[config.mk]
export PLATFORM = sky130hd
export DESIGN_NAME = pc_sequencer
export DESIGN_NICKNAME = d
export VERILOG_FILES = /design/src/rtl/pc_sequencer.sv
export SDC_FILE = /design/constraint.sdc
export NUM_CORES = 1
export LEC_CHECK = 0
export CAP_MARGIN = 10
export CORE_MARGIN = 10
export CORE_UTILIZATION = 55
export DETAILED_ROUTE_END_ITERATION = 6
export DONT_BUFFER_PORTS = 1
export PLACE_DENSITY = 0.7
export SLEW_MARGIN = 20
export SYNTH_ARGS = -nofsm -noshare
export SYNTH_HDL_FRONTEND = slang
export SYNTH_SLANG_ARGS = --single-unit
[constraint.sdc]
create_clock -name clk_ip -period 3.1 [get_ports clk_ip]
set_input_delay 0 -clock clk_ip [delete_from_list [all_inputs] [get_ports clk_ip]]
set_output_delay 0 -clock clk_ip [all_outputs]
set_load 0.005 [all_outputs]
[src/rtl/pc_sequencer.sv]
// pc_sequencer: the program-sequencing unit. It owns the program counter,
// a multi-level call/interrupt stack and a prioritised, vectored interrupt
// controller.
//
// Optional feature:
//   TRSQ_IRQ_NEST_EN - when defined, a higher-priority channel preempts a
//                      running ISR. When undefined there is no preemption.
//
// Ports:
//   clk_ip        in   clock; all state updates on the rising edge
//   reset_n_ip    in   asynchronous active-low reset
//   en_ip         in   advance enable (0 = stall)
//   halt_ip       in   hold PC
//   skip_ip       in   PC + 2
//   jump_ip       in   load target_ip
//   call_ip       in   push PC + 1, load target_ip
//   return_ip     in   pop PC
//   reti_ip       in   pop PC and restore the priority level
//   target_ip     in   jump/call destination
//   irq_ip        in   level interrupt requests, channel 0 highest priority
//   ie_we_ip      in   write strobe for the interrupt-enable register
//   ie_wdata_ip   in   [IRQ_N] global enable, [IRQ_N-1:0] channel masks
//   pc_op         out  program counter (registered)
//   ie_op         out  interrupt-enable register readback
//   irq_ack_op    out  one-hot, one-cycle acknowledge of the taken channel
//   in_isr_op     out  an interrupt priority level is active
//   depth_op      out  number of occupied stack entries
//   stack_ovf_op  out  sticky stack overflow
//   stack_unf_op  out  sticky stack underflow
module pc_sequencer #(
    parameter int PC_W        = 13,
    parameter int STACK_DEPTH = 4,
    parameter int IRQ_N       = 4,
    parameter int VEC_BASE    = 4,
    parameter int VEC_STRIDE  = 4
) (
    input  logic                           clk_ip,
    input  logic                           reset_n_ip,
    input  logic                           en_ip,
    input  logic                           halt_ip,
    input  logic                           skip_ip,
    input  logic                           jump_ip,
    input  logic                           call_ip,
    input  logic                           return_ip,
    input  logic                           reti_ip,
    input  logic [PC_W-1:0]                target_ip,
    input  logic [IRQ_N-1:0]               irq_ip,
    input  logic                           ie_we_ip,
    input  logic [IRQ_N:0]                 ie_wdata_ip,
    output logic [PC_W-1:0]                pc_op,
    output logic [IRQ_N:0]                 ie_op,
    output logic [IRQ_N-1:0]               irq_ack_op,
    output logic                           in_isr_op,
    output logic [$clog2(STACK_DEPTH+1)-1:0] depth_op,
    output logic                           stack_ovf_op,
    output logic                           stack_unf_op
);

    localparam int DEPTH_W = $clog2(STACK_DEPTH + 1);
    localparam int PTR_W   = (STACK_DEPTH > 1) ? $clog2(STACK_DEPTH) : 1;
    localparam int LVL_W   = $clog2(IRQ_N + 1);
    localparam int IDX_W   = (IRQ_N > 1) ? $clog2(IRQ_N) : 1;

    logic [PC_W-1:0]    pc_q, pc_d;
    logic [DEPTH_W-1:0] depth_q, depth_d;
    logic [LVL_W-1:0]   lvl_q, lvl_d;
    logic [IRQ_N:0]     ie_q;
    logic [IRQ_N-1:0]   ack_q, ack_d;
    logic               ovf_q, ovf_d;
    logic               unf_q, unf_d;

    logic [PC_W-1:0]    stk_pc  [STACK_DEPTH];
    logic [LVL_W-1:0]   stk_lvl [STACK_DEPTH];

    logic [IRQ_N-1:0]   pending;
    logic [IDX_W-1:0]   win_idx;
    logic               eligible;
    logic               take;
    logic               full, empty;
    logic [PTR_W-1:0]   wr_ptr, rd_ptr;
    logic               push;
    logic [PC_W-1:0]    push_pc;
    logic [LVL_W-1:0]   push_lvl;
    logic [PC_W-1:0]    vec_addr;

    assign pending = irq_ip & ie_q[IRQ_N-1:0] & {IRQ_N{ie_q[IRQ_N]}};
    assign full    = (depth_q == DEPTH_W'(STACK_DEPTH));
    assign empty   = (depth_q == '0);
    assign wr_ptr  = PTR_W'(depth_q);
    assign rd_ptr  = PTR_W'(depth_q - DEPTH_W'(1));

    // Scan from the top down so the lowest pending index wins.
    always_comb begin
        win_idx = '0;
        for (int i = IRQ_N - 1; i >= 0; i--) begin
            if (pending[i]) win_idx = IDX_W'(i);
        end
    end

    assign vec_addr = PC_W'(VEC_BASE) + PC_W'(VEC_STRIDE) * PC_W'(win_idx);

`ifdef TRSQ_IRQ_NEST_EN
    assign eligible = (LVL_W'(win_idx) < lvl_q);
`else
    assign eligible = (lvl_q == LVL_W'(IRQ_N));
`endif

    assign take = en_ip && (pending != '0) && !full && eligible;

    always_comb begin
        pc_d     = pc_q;
        depth_d  = depth_q;
        lvl_d    = lvl_q;
        ovf_d    = ovf_q;
        unf_d    = unf_q;
        ack_d    = '0;
        push     = 1'b0;
        push_pc  = pc_q;
        push_lvl = lvl_q;
        if (take) begin
            // A halted core resumes after the halt instead of re-halting.
            push     = 1'b1;
            push_pc  = halt_ip ? pc_q + PC_W'(1) : pc_q;
            push_lvl = lvl_q;
            depth_d  = depth_q + DEPTH_W'(1);
            pc_d     = vec_addr;
            lvl_d    = LVL_W'(win_idx);
            ack_d[win_idx] = 1'b1;
        end else if (en_ip) begin
            if (reti_ip || return_ip) begin
                if (empty) begin
                    pc_d  = pc_q + PC_W'(1);
                    unf_d = 1'b1;
                end else begin
                    pc_d    = stk_pc[rd_ptr];
                    depth_d = depth_q - DEPTH_W'(1);
                    if (reti_ip) lvl_d = stk_lvl[rd_ptr];
                end
            end else if (call_ip) begin
                pc_d = target_ip;
                if (full) begin
                    ovf_d = 1'b1;
                end else begin
                    push     = 1'b1;
                    push_pc  = pc_q + PC_W'(1);
                    push_lvl = lvl_q;
                    depth_d  = depth_q + DEPTH_W'(1);
                end
            end else if (jump_ip) begin
                pc_d = target_ip;
            end else if (halt_ip) begin
                pc_d = pc_q;
            end else if (skip_ip) begin
                pc_d = pc_q + PC_W'(2);
            end else begin
                pc_d = pc_q + PC_W'(1);
            end
        end
    end

    always_ff @(posedge clk_ip or negedge reset_n_ip) begin
        if (!reset_n_ip) begin
            pc_q    <= '0;
            depth_q <= '0;
            lvl_q   <= LVL_W'(IRQ_N);
            ie_q    <= '0;
            ack_q   <= '0;
            ovf_q   <= 1'b0;
            unf_q   <= 1'b0;
        end else begin
            pc_q    <= pc_d;
            depth_q <= depth_d;
            lvl_q   <= lvl_d;
            ack_q   <= ack_d;
            ovf_q   <= ovf_d;
            unf_q   <= unf_d;
            if (ie_we_ip) ie_q <= ie_wdata_ip;
        end
    end

    // Stack storage needs no reset: depth_q alone defines what is valid.
    always_ff @(posedge clk_ip) begin
        if (push) begin
            stk_pc[wr_ptr]  <= push_pc;
            stk_lvl[wr_ptr] <= push_lvl;
        end
    end

    assign pc_op        = pc_q;
    assign ie_op        = ie_q;
    assign irq_ack_op   = ack_q;
    assign in_isr_op    = (lvl_q != LVL_W'(IRQ_N));
    assign depth_op     = depth_q;
    assign stack_ovf_op = ovf_q;
    assign stack_unf_op = unf_q;

endmodule

==> metrics, run 1 <==
nets 464; final worst path period need 2.761 ns; post-CTS setup buffer count 0; DRC violations left 0; top cell type's share of synthesized area 38.87%; CP Class reg2reg; RSZ-0062 raised after global routing no; Clock Latency Late Sink 0.37 ns; EDFF count, synth 64; crit start category flip-flop; Synth Cell Area 0.004945 sq mm; vias 3424; Fin. Hold Viols 0; crit path capture stk_pc[3][1]$_DFFE_PP_; Crit-path slowest cell nand3_1; worst stage delay on the critical path 0.50 ns; Reg power frac 44.7%; Worst EP arrival 2.87 ns; DRT Wirelength 11850 um; Cells after Synth 401; clock share of power 17.2%; wire per inst 22.03 um; clock-pin transition on the worst setup and hold timing paths 0.11 ns; Int Power 2794 uW; setup_tns 0 ns; CTS tree yes; highest metal used met4; Slew Viols, Final 0; final period utilization 89.07%; Setup crit start depth_op[1]$_DFFE_PN0P_; GPL Wtd Cong 0.8793; Area contributors post-synth edfxtp_1 (39%), dfrtp_1 (15%), mux4_2 (7.3%); Synth cell types 62; area leader, netlist edfxtp_1; die width 114.8 um; utilization after layout 62.86%; layout overhead on the synthesized area 10.86%; # clock sinks 94; status completed; ant diodes 0; wire length on met1 5138 um; switching power 1832 uW; H-tree Lvls 3; Vias/cell 6.364; cells along the critical path inv_1 > ha_1 > a21boi_1 > and2_1 > nand3_1 > nand2_1 > mux2_2; Crit Path Max Fanout 12; num ports 60; most common flop cell mapped by yosys edfxtp_1; detailed-router iteration count before antenna repair 5; root buffer cell clkbuf_8; Iteration-0 DRC Markers 308; Max clock buf depth 2; # rows 34; largest net degree at the start of global routing 31; YS warnings 0; die area 0.01318 sq mm; Net Count, Synth 440; met2 WL 5365 um; syn avg cell area 12.33 sq um; Final Setup Violations 0; input/output buffers 0; cts repair resizes 0; Top delay family on crit path simple AND/OR/NAND/NOR gates; post-route cell area 0.005482 sq mm; Post-DP Area 0.004979 sq mm; leakage power 0.001982 uW; CP Capture Type flip-flop; DP Wirelength 8273 um; number of global-route vias before repair 3361; number of buffers created by CTS 9; CP Buf/Inv Count 1; Clock Skew 0.01682 ns; Rel. slew slack 57.85%; number of synthesized register bits 94; GRT overflow 0; DIE HEIGHT 114.8 um; effective utilization at floorplan 56.70%; Peak VDD IR 0.3473 mV; antenna violations before repair 0; Reg2Reg Depth 7; Comb power frac 38.0%; Worst Path Required 3.21 ns; max_cap viols 0; post-synthesis sequential area ratio 54.07%; FF-to-FF Start depth_op[1]$_DFFE_PN0P_; HP Class in2reg; fraction of layout cells with a size suffix above 1 15.35%; reg2reg setup slack 0.34 ns; routed length on met3 1185 um; PD cells 843.9 mW/mm^2; global-route wire length before repair 19090 um; Async SR Flop Fraction 31.91%; Crit path depth 7; antenna viol nets, final 0; worst slew pin tran 0.6322 ns; switching portion of total power 39.61%; Max Clock Freq 0.3622 GHz; GRT Total Usage 18.39%; Core ar. 0.008721 sq mm; worst r2r dst stk_pc[3][1]$_DFFE_PP_
## metal layers
layer | vias to the layer above | global-route usage [%]
met3 | 14 | 5.000
met2 | 164 | 26.88
met1 | 1689 | 25.64
li1 | 1557 | -
met4 | 0 | 7.013
met5 | - | 0
## sequential cells by signal, summed over array words and instances (netlist names)
register / cells
stk_pc: 52
depth_op: 3
stack_ovf_op: 1
stk_lvl: 12
pc_op: 13
lvl_q: 3
stack_unf_op: 1
irq_ack_op: 4
ie_op: 5
## what timing repair did
item                                    4_1_cts  5_1_grt
hold buffers                                 30        0
endpoints found under the hold margin        55        0
endpoints found under the setup margin        0        0
## worst register-to-register path, stage by stage, from the launching register on
cell and delay, ns:
dfrtp_1 0.42, inv_1 0.11, ha_1 0.26, a21boi_1 0.24, and2_1 0.32, nand3_1 0.50
nand2_1 0.28, mux2_2 0.38
## cells in the final DEF (no fill, tap or decap), drive strengths merged, types with 3 or more instances in the layout
cell	n
a21oi	23
nor2	26
nand4	4
o21a	5
xnor2	15
mux2	7
nor3	13
a22o	5
o21ai	23
nor4	5
a211oi	8
nand3	9
ha	7
inv	14
mux2i	4
edfxtp	64
and2	7
clkbuf	9
a21o	3
a31oi	4
xor2	16
nand2	33
mux4	16
or2	4
buf	12
a221o	4
dlygate4sd3	29
a21boi	4
dfrtp	29
## layout make-up
type / count / area [sq um]
fill: 671 / 3239
inverter: 8 / 30.03
tap: 108 / 135.1
clock inverter: 7 / 68.82
timing repair buffer: 41 / 392.9
multi-input combinational: 271 / 2057
sequential: 94 / 2674
clock buffer: 9 / 123.9
## kinds of logic after synthesis
group                    Yosys count  synth area share (%)
XOR/XNOR                          31                 5.491
buffers and inverters             36                 4.327
AO/OA/AOI/OAI                     96                 13.26
flip-flops                        94                 54.07
adder cells (fa/ha/maj)            7                 1.771
AND/OR/NAND/NOR                  110                 11.39
multiplexers                      27                 9.692
## cell usage after synthesis, types with 5 or more instances
master    instances
xor2_1           16
a21oi_1          22
nor3_1           13
nand2_1          33
mux2_2            7
o21a_1            5
dfrtp_1          29
a22o_1            5
buf_4             5
buf_2             6
xnor2_1          15
nor2_1           26
inv_1             8
and2_1            6
edfxtp_1         64
nand3_1           9
ha_1              7
clkbuf_1          9
mux4_2           16
o21ai_0          19
a211oi_1          7
## through the flow
stage / std cells / hold slack [ns] / power, uW / setup WS [ns]
6_report: 538 / 0.01418 / 4626 / 0.3387
5_1_grt: 538 / 0.01314 / 4930 / 0.1180
4_1_cts: 538 / 0.003348 / 4644 / 0.3507
3_5_place_dp: 492 / -0.2945 / 3796 / 0.3627
3_3_place_gp: 492 / -0.2946 / 3755 / 0.4879
2_1_floorplan: 401 / -0.2956 / 3388 / 0.2953
## worst min-delay path by stage
stage	from	to	slack, ns	cells after the start
floorplan	reset_n_ip	depth_op[0]$_DFFE_PN0P_	-0.30	0
global route	target_ip[3]	pc_op[3]$_DFFE_PN0P_	0.01	4
CTS	target_ip[0]	pc_op[0]$_DFFE_PN0P_	0.003	3
finish	target_ip[7]	pc_op[7]$_DFFE_PN0P_	0.01	3
global placement	reset_n_ip	ie_op[1]$_DFFE_PN0P_	-0.29	0
detailed placement	reset_n_ip	ie_op[1]$_DFFE_PN0P_	-0.29	0
## power by group through the flow
stage | registers, uW | logic, uW | clock network [uW]
floorplan | 1850 | 1540 | 0
global placement | 2090 | 1660 | 0
detailed placement | 2100 | 1700 | 0
CTS | 2070 | 1760 | 815
global route | 2110 | 1950 | 861
finish | 2070 | 1760 | 798
No activity file was read; power rests on OpenSTA's default activity.
==> inputs of run 2 (changes only) <==
--- a/config.mk
+++ b/config.mk
@@ -7,10 +7,9 @@
 export LEC_CHECK = 0
 export CAP_MARGIN = 10
 export CORE_MARGIN = 10
-export CORE_UTILIZATION = 55
+export CORE_UTILIZATION = 40
 export DETAILED_ROUTE_END_ITERATION = 6
 export DONT_BUFFER_PORTS = 1
-export PLACE_DENSITY = 0.7
 export SLEW_MARGIN = 20
 export SYNTH_ARGS = -nofsm -noshare
 export SYNTH_HDL_FRONTEND = slang
==> run 2 against run 1 <==
Compared with the run above: first-iteration DRC count up 31%; non-clock buffer count down 1; maximum frequency down 1.4%; die area up 31%; critical path type unchanged.
==> metrics, run 2 (synthesis results as in run 1) <==
crit path capture stk_pc[1][7]$_DFFE_PP_ (was stk_pc[3][1]$_DFFE_PP_); Reg2Reg Depth 7 (unchanged); Rel. slew slack 54.63% (was 57.85%); DP Wirelength 8631 um (was 8273 um); GPL Wtd Cong 0.8965 (was 0.8793); setup_tns 0 ns (unchanged); root buffer cell clkbuf_16 (was clkbuf_8); switching power 1840 uW (was 1832 uW); area of the multi-input gates 0.002057 sq mm (unchanged); vias 3341 (was 3424); CTS tree yes (unchanged); die area 0.01721 sq mm (was 0.01318 sq mm); HP Class in2reg (unchanged); fill cell count 1063 (was 671); leakage power 0.002027 uW (was 0.001982 uW); FF+latch area 0.002674 sq mm (unchanged); input/output buffers 0 (unchanged); effective utilization at floorplan 41.00% (was 56.70%); fraction of layout cells with a size suffix above 1 14.92% (was 15.35%); antenna violations before repair 0 (unchanged); Clock Skew 0.006668 ns (was 0.01682 ns); Top reg by flops stk_pc (unchanged); Clock Latency Late Sink 0.35 ns (was 0.37 ns); antenna viol nets, final 0 (unchanged); detailed-router iteration count before antenna repair 5 (unchanged); Vias/cell 5.596 (was 6.364); num ports 60 (unchanged); # rows 40 (was 34); die width 131.2 um (was 114.8 um); FF-to-FF Start depth_op[1]$_DFFE_PN0P_ (unchanged); DRC violations left 0 (unchanged); post-CTS setup buffer count 0 (unchanged); PD cells 886.6 mW/mm^2 (was 843.9 mW/mm^2); switching portion of total power 36.62% (was 39.61%); Comb power frac 35.5% (was 38.0%); clock-pin transition on the worst setup and hold timing paths 0.06 ns (was 0.11 ns); ant diodes 0 (unchanged); layout overhead on the synthesized area 14.63% (was 10.86%); worst r2r dst stk_pc[1][7]$_DFFE_PP_ (was stk_pc[3][1]$_DFFE_PP_); commonest cells after routing, fill and taps aside edfxtp_1 (64), nand2_1 (33), dfrtp_1 (29) (was edfxtp_1 (64), nand2_1 (33), dfrtp_1 (29), dlygate4sd3_1 (29), nor2_1 (26)); DIE HEIGHT 131.2 um (was 114.8 um); number of buffers created by CTS 9 (unchanged); worst slew pin tran 0.6805 ns (was 0.6322 ns); nets 463 (was 464); final worst path period need 2.802 ns (was 2.761 ns); max_cap viols 0 (unchanged); Crit Path Max Fanout 12 (unchanged); Core ar. 0.01206 sq mm (was 0.008721 sq mm); Int Power 3185 uW (was 2794 uW); DRT Wirelength 12530 um (was 11850 um); Reg power frac 41.2% (was 44.7%); Max clock buf depth 2 (unchanged); Iteration-0 DRC Markers 402 (was 308); status completed (unchanged); largest net degree at the start of global routing 31 (unchanged); cts repair resizes 0 (unchanged); CP Capture Type flip-flop (unchanged); CP Class reg2reg (unchanged); Final Setup Violations 0 (unchanged); crit start category flip-flop (unchanged); final worst slack 0.2985 ns (was 0.3387 ns); pre-CTS WS 0.3156 ns (was 0.3627 ns); Fin. Hold Viols 0 (unchanged); wire per inst 20.99 um (was 22.03 um); GRT overflow 0 (unchanged); # clock sinks 94 (unchanged); max FFs per register 52 (unchanged); Setup crit start depth_op[1]$_DFFE_PN0P_ (unchanged); Slew Viols, Final 0 (unchanged); Worst Path Required 3.24 ns (was 3.21 ns); commonest non-fill, non-tap cell in the layout edfxtp_1 (unchanged); clock share of power 23.3% (was 17.2%); reg2reg setup slack 0.30 ns (was 0.34 ns); hold_buf cts 29 (was 30); Worst EP arrival 2.95 ns (was 2.87 ns); final period utilization 90.37% (was 89.07%); Peak VDD IR 0.3456 mV (was 0.3473 mV); Max Clock Freq 0.3569 GHz (was 0.3622 GHz); H-tree Lvls 3 (unchanged); GRT Total Usage 14.64% (was 18.39%); RSZ-0062 raised after global routing no (unchanged); global-route wire length before repair 19830 um (was 19090 um); number of global-route vias before repair 3373 (was 3361)
==> run 2: worst min-delay path by stage <==
stage | from | endpoint | slack, ns | cells after the start
after floorplan | reset_n_ip | depth_op[0]$_DFFE_PN0P_ | -0.30 | 0
after global placement | reset_n_ip | lvl_q[0]$_DFFE_PN0P_ | -0.29 | 0
after detailed placement | reset_n_ip | depth_op[1]$_DFFE_PN0P_ | -0.29 | 0
after CTS | target_ip[0] | pc_op[0]$_DFFE_PN0P_ | 0.009 | 3
after global routing | target_ip[0] | pc_op[0]$_DFFE_PN0P_ | 0.07 | 3
final | target_ip[0] | pc_op[0]$_DFFE_PN0P_ | 0.02 | 3
==> run 2: layout make-up <==
class	count	share of cell area [%]
flip-flops and latches	94	47.17
multi-input cells	271	36.29
repair buffers	40	6.755
clock buffers	11	4.106
well taps	168	3.709
clock inverters	5	1.435
inverters	8	0.5298
==> run 2: per-layer routing <==
metal	track usage, %	vias to the layer above	part of all wire, %
met2	22.06	121	47
li1	-	1558	-
met4	7.187	0	2.1
met3	3.354	17	7.4
met1	19.35	1645	44
met5	0	-	0
==> run 2: metrics by stage <==
stage	cell area, sq um	hold slack, ns	util [%]	cells	power, uW
6_report	5668	0.01689	46.99	597	5025
4_1_cts	5668	0.009181	46.99	597	5051
3_3_place_gp	5054	-0.2945	41.90	552	3802
5_1_grt	5668	0.06722	46.99	597	5336
3_5_place_dp	5054	-0.2945	41.90	552	3821
2_1_floorplan	4945	-0.2956	-	401	3388
==> run 2: worst max-delay path, cell delays in order (launching register included) <==
cell and delay (ns):
dfrtp_1 0.42, inv_1 0.11, ha_1 0.26, a21boi_1 0.23, and2_1 0.33, nand3_1 0.50
a211oi_1 0.44, xor2_1 0.31
==> run 2: power groups by stage <==
stage | Sequential, uW | Combinational, uW | Clock [uW]
2_1_floorplan | 1850 | 1540 | 0
3_3_place_gp | 2090 | 1710 | 0
6_report | 2070 | 1780 | 1170
4_1_cts | 2070 | 1780 | 1200
3_5_place_dp | 2100 | 1720 | 0
5_1_grt | 2110 | 1970 | 1250
==> inputs of run 3 (changes only) <==
--- a/config.mk
+++ b/config.mk
@@ -5,7 +5,9 @@
 export SDC_FILE = /design/constraint.sdc
 export NUM_CORES = 1
 export LEC_CHECK = 0
+export ABC_AREA = 1
 export CAP_MARGIN = 10
+export CORE_ASPECT_RATIO = 2
 export CORE_MARGIN = 10
 export CORE_UTILIZATION = 40
 export DETAILED_ROUTE_END_ITERATION = 6
==> constraint.sdc (replaced) <==
create_clock -name clk_ip -period 3.1 [get_ports clk_ip]
set_input_delay 0.62 -clock clk_ip [delete_from_list [all_inputs] [get_ports clk_ip]]
set_output_delay 0.62 -clock clk_ip [all_outputs]
set_load 0.005 [all_outputs]
==> run 3 against run 2 <==
Compared with the run above: global-route usage up 2.0 points; utilization shrank 2.3 points; cell count increased by 28%; critical endpoint is now stk_pc[2][9]$_DFFE_PP_; die area rose by 5.1%; synthesized cell count up 52%; register-to-register slack gained 0.22 ns; critical path type unchanged; clock skew increased by 0.0012 ns.
==> metrics, run 3 <==
nets 646 (was 463); PD cells 938.2 mW/mm^2 (was 886.6 mW/mm^2); Final Setup Violations 0 (unchanged); root buffer cell clkbuf_16 (unchanged); detailed-router iteration count before antenna repair 5 (unchanged); top cell type's share of synthesized area 37.33% (was 38.87%); Iteration-0 DRC Markers 225 (was 402); global-route wire length before repair 23650 um (was 19830 um); Clock Skew 0.007861 ns (was 0.006668 ns); max FFs per register 52 (unchanged); # clock sinks 94 (unchanged); ant diodes 0 (unchanged); leakage power 0.002373 uW (was 0.002027 uW); antenna violations before repair 0 (unchanged); Top reg by flops stk_pc (unchanged); Slew Viols, Final 0 (unchanged); layout overhead on the synthesized area 9.599% (was 14.63%); largest net degree at the start of global routing 36 (was 31); DRT Wirelength 14780 um (was 12530 um); crit start category flip-flop (unchanged); vias 4249 (was 3341); Reg2Reg Depth 10 (was 7); Area contributors post-synth edfxtp_1 (37%), dfrtp_1 (14%), nand2_1 (13%) (was edfxtp_1 (39%), dfrtp_1 (15%), mux4_2 (7.3%)); EDFF count, synth 64 (unchanged); die width 100.2 um (was 131.2 um); Synth Cell Area 0.005149 sq mm (was 0.004945 sq mm); number of buffers created by CTS 9 (unchanged); # rows 58 (was 40); YS warnings 0 (unchanged); final worst path period need 2.582 ns (was 2.802 ns); post-synthesis sequential area ratio 51.93% (was 54.07%); Post-DP Area 0.005320 sq mm (was 0.005054 sq mm); commonest cells after routing, fill and taps aside nand2_1 (172), nand3_1 (68), nor2_1 (64), edfxtp_1 (64), o21ai_0 (44) (was edfxtp_1 (64), nand2_1 (33), dfrtp_1 (29)); Max clock buf depth 2 (unchanged); Clock Latency Late Sink 0.34 ns (was 0.35 ns); CP Class reg2reg (unchanged); commonest non-fill, non-tap cell in the layout nand2_1 (was edfxtp_1); Vias/cell 5.576 (was 5.596); number of synthesized register bits 94 (unchanged); post-route cell area 0.005643 sq mm (was 0.005668 sq mm); DP Wirelength 11180 um (was 8631 um); number of global-route vias before repair 4420 (was 3373); CP Capture Type flip-flop (unchanged); Max Clock Freq 0.3872 GHz (was 0.3569 GHz); fraction of layout cells with a size suffix above 1 8.170% (was 14.92%); syn avg cell area 8.468 sq um (was 12.33 sq um); Net Count, Synth 647 (was 440); Power Total 5294 uW (was 5025 uW); HP Class in2async (was in2reg); area leader, netlist edfxtp_1 (unchanged); Peak VDD IR 0.4215 mV (was 0.3456 mV); Synth cell types 40 (was 62); final period utilization 83.31% (was 90.37%); Cells after Synth 608 (was 401); most common flop cell mapped by yosys edfxtp_1 (unchanged); FF-to-FF Start depth_op[1]$_DFFE_PN0P_ (unchanged); GPL Wtd Cong 0.9285 (was 0.8965); CTS tree yes (unchanged); wire per inst 19.39 um (was 20.99 um); worst slew pin tran 0.7644 ns (was 0.6805 ns); Fin. Hold Viols 0 (unchanged); setup_tns 0 ns (unchanged); most frequent cell after synthesis nand2_1 (was edfxtp_1); Worst Path Required 3.20 ns (was 3.24 ns); antenna viol nets, final 0 (unchanged); DRC violations left 0 (unchanged); Worst EP arrival 2.68 ns (was 2.95 ns); Async SR Flop Fraction 31.91% (unchanged); worst r2r dst stk_pc[2][9]$_DFFE_PP_ (was stk_pc[1][7]$_DFFE_PP_); most instantiated cells after synthesis nand2_1 (172), nand3_1 (68), edfxtp_1 (64), nor2_1 (64), o21ai_0 (44) (was edfxtp_1 (64), nand2_1 (33), dfrtp_1 (29)); Rel. slew slack 48.99% (was 54.63%); effective utilization at floorplan 40.77% (was 41.00%); status completed (unchanged); clock-pin transition on the worst setup and hold timing paths 0.07 ns (was 0.06 ns); GRT overflow 0 (unchanged); input/output buffers 0 (unchanged); Core ar. 0.01263 sq mm (was 0.01206 sq mm); GRT Total Usage 16.65% (was 14.64%); H-tree Lvls 3 (unchanged); RSZ-0062 raised after global routing no (unchanged); DIE HEIGHT 180.4 um (was 131.2 um); max_cap viols 0 (unchanged); reg2reg setup slack 0.52 ns (was 0.30 ns); die area 0.01809 sq mm (was 0.01721 sq mm); Crit Path Max Fanout 16 (was 12); num ports 60 (unchanged)
## run 3: cell types whose count changed in the layout (fill, tap and decap cells not counted), moves of 13 or more
cell | before | now
nand2_1 | 33 | 172
nor2_1 | 26 | 64
inv_1 | 8 | 43
nand3_1 | 9 | 68
o21ai_0 | 19 | 44
xnor2_1 | 15 | 2
mux4_2 | 16 | 0
dlygate4sd3_1 | 28 | 0
## run 3: report_power, final
group	internal, uW	total [uW]	switching, uW
clock	654	1130	476
sequential	1660	1970	310
combinational	698	2190	1490
total	3010	5290	2280
## run 3: through the flow
step | worst slack [ns] | instances | util [%] | hold WS (ns)
3_3_place_gp | 0.6024 | 745 | 42.13 | 0.3256
3_5_place_dp | 0.4919 | 745 | 42.13 | 0.3255
4_1_cts | 0.4841 | 762 | 44.69 | 0.09497
2_1_floorplan | 0.3654 | 608 | - | 0.3244
6_report | 0.5175 | 762 | 44.69 | 0.1053
5_1_grt | 0.1961 | 762 | 44.69 | 0.09693
## run 3: final cells by class
type / count / area (sq um)
Clock buffer: 12 / 246.5
Clock inverter: 4 / 56.30
Fill cell: 1278 / 6984
Inverter: 49 / 186.4
Multi-Input combinational cell: 442 / 2160
Sequential cell: 94 / 2674
Tap cell: 150 / 187.7
Timing Repair Buffer: 11 / 132.6
## run 3: logic make-up (layout without fill, tap and decap cells)
logic type | after synthesis | after routing | synth area share [%]
AOI/OAI and AO/OA | 94 | 94 | 10.47
xor gates and xnor gates | 10 | 10 | 1.701
adders and majority gates | 7 | 7 | 1.701
buffers and inverters | 72 | 76 | 6.124
DFF | 94 | 94 | 51.93
muxes | 5 | 5 | 1.093
and+or+nand+nor | 326 | 326 | 26.97
## run 3: worst max path at each step
stage | start | endpoint | cells after the start
floorplan | depth_op[0]$_DFFE_PN0P_ | stk_lvl[1][0]$_DFFE_PP_ | 11
global placement | depth_op[1]$_DFFE_PN0P_ | pc_op[1]$_DFFE_PN0P_ | 12
detailed placement | depth_op[1]$_DFFE_PN0P_ | stk_pc[2][9]$_DFFE_PP_ | 10
CTS | depth_op[1]$_DFFE_PN0P_ | stk_pc[2][9]$_DFFE_PP_ | 10
global route | depth_op[1]$_DFFE_PN0P_ | stk_pc[2][9]$_DFFE_PP_ | 10
finish | depth_op[1]$_DFFE_PN0P_ | stk_pc[2][9]$_DFFE_PP_ | 10
## run 3: critical path: stages (launching register included)
cell and delay [ns]:
dfrtp_1 0.46, inv_1 0.12, ha_1 0.22, nand2_2 0.10
nand2_1 0.06, nor2_1 0.17, o21ai_2 0.16, buf_4 0.23
nand2_1 0.10, nand2_1 0.25, o21ai_0 0.46
## run 3: metal layers
layer	global-route usage [%]	part of all wire [%]	vias up
met5	0	0	-
met4	12.39	6.8	0
met3	3.379	4.8	54
li1	-	-	2047
met1	16.83	35	1994
met2	28.79	53	154
## run 3: timing repair
item,CTS,global route
endpoints found under the hold margin,29,0
buffers inserted,0,0
gates resized for setup,0,0
hold buffers,1,0
